--- config.mk ---
export PLATFORM = sky130hd
export DESIGN_NAME = interval_timer_flat
export DESIGN_NICKNAME = d
export VERILOG_FILES = /design/src/rtl/interval_timer_if.sv /design/src/rtl/interval_timer.sv /design/src/flat_wrapper.sv
export SDC_FILE = /design/constraint.sdc
export NUM_CORES = 1
export LEC_CHECK = 0
export CORE_MARGIN = 4
export CORE_UTILIZATION = 49
export DETAILED_ROUTE_END_ITERATION = 8
export PLACE_DENSITY = 0.77
export REMOVE_ABC_BUFFERS = 1
export SLEW_MARGIN = 15
export SYNTH_ARGS = -nofsm -noshare
export SYNTH_HDL_FRONTEND = slang
export SYNTH_SLANG_ARGS = --single-unit
--- constraint.sdc ---
create_clock -name clk -period 1.6 [get_ports clk]
set_input_delay 0.4 -clock clk [delete_from_list [all_inputs] [get_ports clk]]
set_output_delay 0.4 -clock clk [all_outputs]
set_load 0.01 [all_outputs]
--- src/rtl/interval_timer_if.sv ---
`default_nettype none
// ============================================================================
// Module      : interval_timer_if
// Description : Request/reprogram/status bundle between the traffic FSM side
//               and the interval timer.
// Revision    : 1.0
// ============================================================================
interface interval_timer_if;
    logic       one_hz_enable;
    logic       start_timer;
    logic [1:0] requesting_interval;
    logic       reprogram;
    logic [1:0] time_param_selector;
    logic [3:0] time_value;
    logic       expired;
    logic       busy;
    logic [3:0] count_remaining;

    modport master (
        output one_hz_enable,
        output start_timer,
        output requesting_interval,
        output reprogram,
        output time_param_selector,
        output time_value,
        input  expired,
        input  busy,
        input  count_remaining
    );

    modport slave (
        input  one_hz_enable,
        input  start_timer,
        input  requesting_interval,
        input  reprogram,
        input  time_param_selector,
        input  time_value,
        output expired,
        output busy,
        output count_remaining
    );
endinterface
`default_nettype wire

--- src/rtl/interval_timer.sv ---
`default_nettype none
// ============================================================================
// Module      : interval_timer
// Description : Programmable one-second interval timer with three
//               reprogrammable intervals and a single-cycle expired pulse.
// Revision    : 1.0
// ============================================================================
module interval_timer #(
    parameter logic [3:0] T_BASE_DEF = 4'd6,
    parameter logic [3:0] T_EXT_DEF  = 4'd3,
    parameter logic [3:0] T_YEL_DEF  = 4'd2
) (
    input  wire              clk,
    input  wire              reset,
    interval_timer_if.slave  tmr
);

    typedef enum logic [0:0] {
        ST_IDLE  = 1'b0,
        ST_COUNT = 1'b1
    } state_t;

    localparam logic [1:0] c_SEL_BASE = 2'b00;
    localparam logic [1:0] c_SEL_EXT  = 2'b01;
    localparam logic [1:0] c_SEL_YEL  = 2'b10;

    state_t     r_state;
    logic [3:0] r_t_base;
    logic [3:0] r_t_ext;
    logic [3:0] r_t_yel;
    logic [3:0] r_count;
    logic       r_expired;
    logic       r_busy;
    logic [3:0] w_load_value;

    // Interval code 11 falls back to the base interval.
    always_comb begin
        w_load_value = r_t_base;
        case (tmr.requesting_interval)
            c_SEL_EXT: w_load_value = r_t_ext;
            c_SEL_YEL: w_load_value = r_t_yel;
            default:   w_load_value = r_t_base;
        endcase
    end

    always_ff @(posedge clk) begin
        if (reset) begin
            r_t_base  <= T_BASE_DEF;
            r_t_ext   <= T_EXT_DEF;
            r_t_yel   <= T_YEL_DEF;
            r_state   <= ST_IDLE;
            r_count   <= 4'd0;
            r_expired <= 1'b0;
            r_busy    <= 1'b0;
        end else begin
            r_expired <= 1'b0;
            if (tmr.reprogram) begin
                // A zero value is never stored, but the abort still happens.
                if (tmr.time_value != 4'd0) begin
                    case (tmr.time_param_selector)
                        c_SEL_BASE: r_t_base <= tmr.time_value;
                        c_SEL_EXT:  r_t_ext  <= tmr.time_value;
                        c_SEL_YEL:  r_t_yel  <= tmr.time_value;
                        default:    ;
                    endcase
                end
                r_state <= ST_IDLE;
                r_count <= 4'd0;
                r_busy  <= 1'b0;
            end else begin
                case (r_state)
                    ST_IDLE: begin
                        if (tmr.start_timer) begin
                            r_count <= w_load_value;
                            r_state <= ST_COUNT;
                            r_busy  <= 1'b1;
                        end
                    end
                    ST_COUNT: begin
                        if (tmr.start_timer) begin
                            r_count <= w_load_value;
                        end else if (tmr.one_hz_enable) begin
                            if (r_count > 4'd1) begin
                                r_count <= r_count - 4'd1;
                            end else begin
                                r_count   <= 4'd0;
                                r_state   <= ST_IDLE;
                                r_busy    <= 1'b0;
                                r_expired <= 1'b1;
                            end
                        end
                    end
                    default: begin
                        r_state <= ST_IDLE;
                        r_count <= 4'd0;
                        r_busy  <= 1'b0;
                    end
                endcase
            end
        end
    end

    assign tmr.expired         = r_expired;
    assign tmr.busy            = r_busy;
    assign tmr.count_remaining = r_count;

endmodule
`default_nettype wire

--- src/flat_wrapper.sv ---
// flat-port wrapper written by rule: the top's interface ports become plain ports
module interval_timer_flat 
#(
    parameter logic [3:0] T_BASE_DEF = 4'd6,
    parameter logic [3:0] T_EXT_DEF  = 4'd3,
    parameter logic [3:0] T_YEL_DEF  = 4'd2
)
  (clk, reset, tmr_one_hz_enable, tmr_start_timer, tmr_requesting_interval, tmr_reprogram, tmr_time_param_selector, tmr_time_value, tmr_expired, tmr_busy, tmr_count_remaining);
  interval_timer_if tmr_i ();
  input  wire clk;
  input  wire reset;
  input wire logic [$bits(tmr_i.one_hz_enable)-1:0] tmr_one_hz_enable;
  input wire logic [$bits(tmr_i.start_timer)-1:0] tmr_start_timer;
  input wire logic [$bits(tmr_i.requesting_interval)-1:0] tmr_requesting_interval;
  input wire logic [$bits(tmr_i.reprogram)-1:0] tmr_reprogram;
  input wire logic [$bits(tmr_i.time_param_selector)-1:0] tmr_time_param_selector;
  input wire logic [$bits(tmr_i.time_value)-1:0] tmr_time_value;
  output wire logic [$bits(tmr_i.expired)-1:0] tmr_expired;
  output wire logic [$bits(tmr_i.busy)-1:0] tmr_busy;
  output wire logic [$bits(tmr_i.count_remaining)-1:0] tmr_count_remaining;
  assign tmr_i.one_hz_enable = tmr_one_hz_enable;
  assign tmr_i.start_timer = tmr_start_timer;
  assign tmr_i.requesting_interval = tmr_requesting_interval;
  assign tmr_i.reprogram = tmr_reprogram;
  assign tmr_i.time_param_selector = tmr_time_param_selector;
  assign tmr_i.time_value = tmr_time_value;
  assign tmr_expired = tmr_i.expired;
  assign tmr_busy = tmr_i.busy;
  assign tmr_count_remaining = tmr_i.count_remaining;
  interval_timer #(.T_BASE_DEF(T_BASE_DEF), .T_EXT_DEF(T_EXT_DEF), .T_YEL_DEF(T_YEL_DEF)) u_core (.clk(clk), .reset(reset), .tmr(tmr_i));
endmodule
Word-level counts from Yosys, hierarchy flattened
Cells that the tools add are included.
- register bits after elaboration: 19
- input port bits: 13
- output and inout bits: 6
- word-level logic and storage cells: 46
- $add $sub $neg: 1
- magnitude comparators: 1
- equality and inequality tests: 9
- mux-type cells: 17
- bitwise logic cells: 2
- reductions and logical operators: 9
- operators by type and width (kind ; number):
    $mux W4 ; 4
    $pmux W4 S2 ; 2
    $mux W1 ; 9
    $reduce_and A3 Y1 ; 3
    $ne A2 B2 Y1 const B ; 4
    $reduce_or A5 Y1 ; 1
    $eq A2 B1 Y1 const B ; 2
    $eq A2 B2 Y1 const B ; 2
    $gt A4 B1 Y1 const B ; 1
    $pmux W1 S2 ; 2
    $reduce_and A4 Y1 ; 1
    $reduce_bool A4 Y1 ; 1
    $sub A4 B1 Y4 const B ; 1
    $ne A3 B3 Y1 const B ; 1
    $logic_not A2 Y1 ; 1
    $not A1 Y1 ; 2
    $reduce_and A2 Y1 ; 1
    $reduce_or A2 Y1 ; 1

Longest topological paths before layout
- depth after elaboration: 5
- mapped depth: 6
- gate-level depth less buffers: 6

Worst setup path before layout
OpenSTA, ideal clock, no wires.
- path type: input port to flip-flop
- from: input tmr_requesting_interval[0]
- to: register u_core.r_count[3], in the netlist u_core.tmr.count_remaining[3]
- library setup time: 0.115 ns
- data arrival time: 1.306 ns
- data required time: 1.485 ns
- slack: 0.179 ns
- cell stages on the path: 6
- path buffers: 0
- path through: inv_1 > ha_1 > a221o_1 > o21ai_0 > a22oi_1 > and2_1
- cells in the longest elaborated chain, start to end: 4
- elaborated cells on any way between the ends: 6
- those cells by class: 2 x eq/ne; 4 x mux
- ends and longest elaborated chain (item ; RTL line ; RTL):
    start, declared ; flat_wrapper.sv:14 ; input wire logic [$bits(tmr_i.requesting_interval)-1:0] tmr_requesting_interval;
    $eq A2 B2 Y1 / $eq A2 B1 Y1 (equally long branches) ; interval_timer.sv:39 ; case (tmr.requesting_interval)
    $pmux W4 S2 * ; interval_timer.sv:39 ;
    $mux W4 (on tied branches) ; interval_timer.sv:80, interval_timer.sv:73 ;
    $pmux W4 S2 * ; interval_timer.sv:71 ; case (r_state)
    end signal, assigned ; interval_timer.sv:74 ; r_count <= w_load_value;
    end signal, assigned ; interval_timer.sv:81 ; r_count <= w_load_value;
    end signal, assigned ; interval_timer.sv:84 ; r_count <= r_count - 4'd1;
    end, declared ; interval_timer.sv:31 ; logic [3:0] r_count;
Mark *: on every way between the ends. The rest lies on a longest branch, timed or not. The select of a mux whose other input is x is not followed.
A chain may end at the register's enable or synchronous reset.

Worst setup path in the final report
- from: register u_core.r_expired, in the netlist u_core.tmr.expired
- to: output tmr_expired
- RTL lines (item ; RTL line ; RTL):
    start, declared ; interval_timer.sv:32 ; logic r_expired;
    start signal, assigned ; interval_timer.sv:53 ; r_expired <= 1'b0;
    start signal, assigned ; interval_timer.sv:56 ; r_expired <= 1'b0;
    start signal, assigned ; interval_timer.sv:89 ; r_expired <= 1'b1;
    end, declared ; flat_wrapper.sv:18 ; output wire logic [$bits(tmr_i.expired)-1:0] tmr_expired;
No word-level cell between the ends.

==> out/metrics.cfg <==
[grt]
grt_first_pass_wirelength_um = 3800
gr-usage-all-layers_pct = 19.5
antenna_found_initial = 0
grt_pass1_vias = 864
grt_overflow_total = 0
grt_max_degree = 13

[sta]
finClkSkew_ps = 9.25
hold_viol = 0
final.setup.tns_ps = 0
setup_ws_ps = 76.2
fin_crit_ps = 1520
report.final.slew_viol_count = 0
max_slew_margin_pct = 72.6
worst-slew-pin-transition_ps = 407
finalSetupViolCount = 0
fmax_mhz = 656
fin_crit_sh_pct = 95.2
rsz0062_at_grt = false
holdWs_ps = 503

[synthesis]
synth_warnings = 0
seq_area_frac_synth_pct = 41.8
synth.mux.area_fraction_pct = 1.10
yosys.area_share.simple_pct = 21.2
ys_ff_latch = 19
synth_top_cell_by_area = dfxtp_1
synth_compound_area_share_pct = 27.1
yosys.area_share.adder_pct = 5.49
synth.avg_cell_area_um2 = 9.39
synth_top_family_by_area = compound AO/OA/AOI/OAI gates
syn_inst = 97
synth_area_um2 = 911
ys_types = 34
synth_xor_area_share_pct = 0
synth_top_area_share_pct = 41.8
synthTopCellsByArea = dfxtp_1 (42%), a22oi_1 (7.4%), ha_1 (5.5%)

[flow_run]
cap_viol_max_count = 0

[placed_design]
place.gp.congestion = 0.955
post-place-ws_ps = -412
portBuffers = 18
post-dp-hpwl_um = 1710
dp_cells = 152
place_area_mm2 = 0.00121

[cells_and_area]
diodes = 0
layout.cells.non_filler = 156
multi_input_area_um2 = 514
syn_to_final_growth_pct = 38.3
nFillCells = 152
num-nets-final = 149
fin_area_mm2 = 0.00126
drive_gt1_share_pct = 26.0
regArea_um2 = 388

[route]
drtPass1Iterations = 6
postRouteAntennaNets = 0
drc_errors = 0
drt_iter0_markers = 29
vias_per_cell = 5.76
routed_wl_um = 2240
vias = 899
wl_per_cell_um = 14.4

[clock_tree]
htreeDepth = 1
clk_pin_slew_ps = 100
cts-root-buf = clkbuf_4
cts_hold_buf = 0
numCtsBuffers = 3
post_cts_buffers = 0
clk_path_buf_depth = 2
clkLatencyLatePin_ps = 290
cts.sinks = 19
cts_tree = yes

[worst_setup_path]
path_cells = clkdlybuf4s50_1
worst-path-buf-inv = 1
arrival_ps = 1120
critPathRequiredTime_ps = 1200
crit_path_start_kind = flop
end_kind = output port
worstPathMaxFanout = 1
cp_slowest_stage_delay_ps = 520
critical-path-slowest-cell = clkdlybuf4s50_1
setup.worst_path.class = reg2out
critPathTopFamily = buffers and inverters

[pwr]
power_density_mw_per_mm2 = 744
leakage_nw = 0.549
peakVddDrop_mv = 0.586

[floorplan]
die_h_um = 51.1
initial_utilization_pct = 52.2
num_rows = 15
design.die.area_mm2 = 0.00261
io_pins = 19
fp.coreArea_mm2 = 0.00175
die_x_um = 51.1

[run_status]
status = finished, final reports clean

[worst_hold_path]
min-delay-path-class = reg2reg

[registers in the layout, summed over array words and instances, names as in the netlist]
signal / cells
u_core.tmr.busy: 1
u_core.tmr.expired: 1
u_core.r_state: 1
u_core.tmr.count_remaining: 4
u_core.r_t_yel: 4
u_core.r_t_ext: 4
u_core.r_t_base: 4
[power by group]
part | switching (mW) | total, mW | internal, mW
registers | 0.0178 | 0.510 | 0.492
logic | 0.0870 | 0.193 | 0.106
clock network | 0.142 | 0.235 | 0.0929
total | 0.247 | 0.938 | 0.691
[metal layers]
metal	part of all wire [%]	vias up	global-route usage [%]
met4	0.94	0	6.73
met5	0	-	0
met3	4.8	4	3.79
li1	-	441	-
met1	43	427	22.4
met2	51	27	35.4
[cells by family after synthesis]
kind of cell	count (synthesis)
adder cells (fa/ha/maj)	4
AO/OA/AOI/OAI	32
multiplexers	1
buffers and inverters	7
flip-flops	19
AND/OR/NAND/NOR	34
[path summary, 6_finish.rpt]
path	startpoint	endpoint	slack (ps)	cells past startpoint
worst max-delay path	u_core.tmr.expired$_SDFF_PP0_	tmr_expired	80	1
worst max register to register	u_core.tmr.count_remaining[0]$_SDFFE_PP0P_	u_core.tmr.count_remaining[0]$_SDFFE_PP0P_	110	6
worst min register to register	u_core.r_t_base[2]$_SDFFE_PP1P_	u_core.r_t_base[2]$_SDFFE_PP1P_	500	1
worst min-delay path	u_core.r_t_base[2]$_SDFFE_PP1P_	u_core.r_t_base[2]$_SDFFE_PP1P_	500	1
[cell usage after synthesis]
master and n:
dfxtp_1 19, nor2_1 12, a22oi_1 9, inv_1 5, ha_1 4, nand2_1 4
o21ai_0 4, a21oi_1 3, a221o_1 3, a221o_2 3, nand2_2 3, a221oi_1 2
and2_1 2, and3_1 2, nor2b_1 2, nor3_1 2, a211oi_1 1, a21boi_0 1
a41oi_1 1, and3b_1 1, and3b_2 1, clkbuf_1 1, dlygate4sd1_1 1, mux2i_1 1
nand3_1 1, nor3b_4 1, nor4_1 1, o21a_1 1, o221ai_1 1, o22ai_1 1
o31ai_1 1, o41ai_1 1, or3_1 1, or4_4 1
[area by class of cell]
cell class	count	area share (%)
Multi-Input combinational cell	71	40.8
Clock inverter	1	0.397
Tap cell	25	2.48
Timing Repair Buffer	32	22.2
Clock buffer	3	1.79
Inverter	5	1.49
Sequential cell	19	30.8
[layout by cell type (no fill, tap or decap), drive strengths merged]
master,count
clkbuf,3
or3,1
o31ai,1
and3,2
and3b,2
o21a,1
buf,14
or4,1
ha,4
nor2,12
dfxtp,19
nor3b,1
nor2b,2
nor4,1
clkinv,1
and2,2
a21oi,3
mux2i,1
a221o,6
o221ai,1
inv,5
o22ai,1
nor3,2
clkdlybuf4s50,11
a21boi,1
dlymetal6s2s,1
a41oi,1
dlygate4sd2,6
nand2,7
a211oi,1
a221oi,2
nand3,1
a22oi,9
o41ai,1
o21ai,4
[metrics by stage]
stage	power [mW]	utilization [%]
final	0.938	72.2
after global routing	0.998	72.2
after CTS	0.947	72.0
after global placement	0.704	69.6
after floorplan	0.603	-
after detailed placement	0.710	69.6
[timing repair]
item                       4_1_cts  5_1_grt
gates resized for setup         15        1
pin swaps                        1        0
setup endpoints to repair        6        1
(Power assumes the default switching activity.)
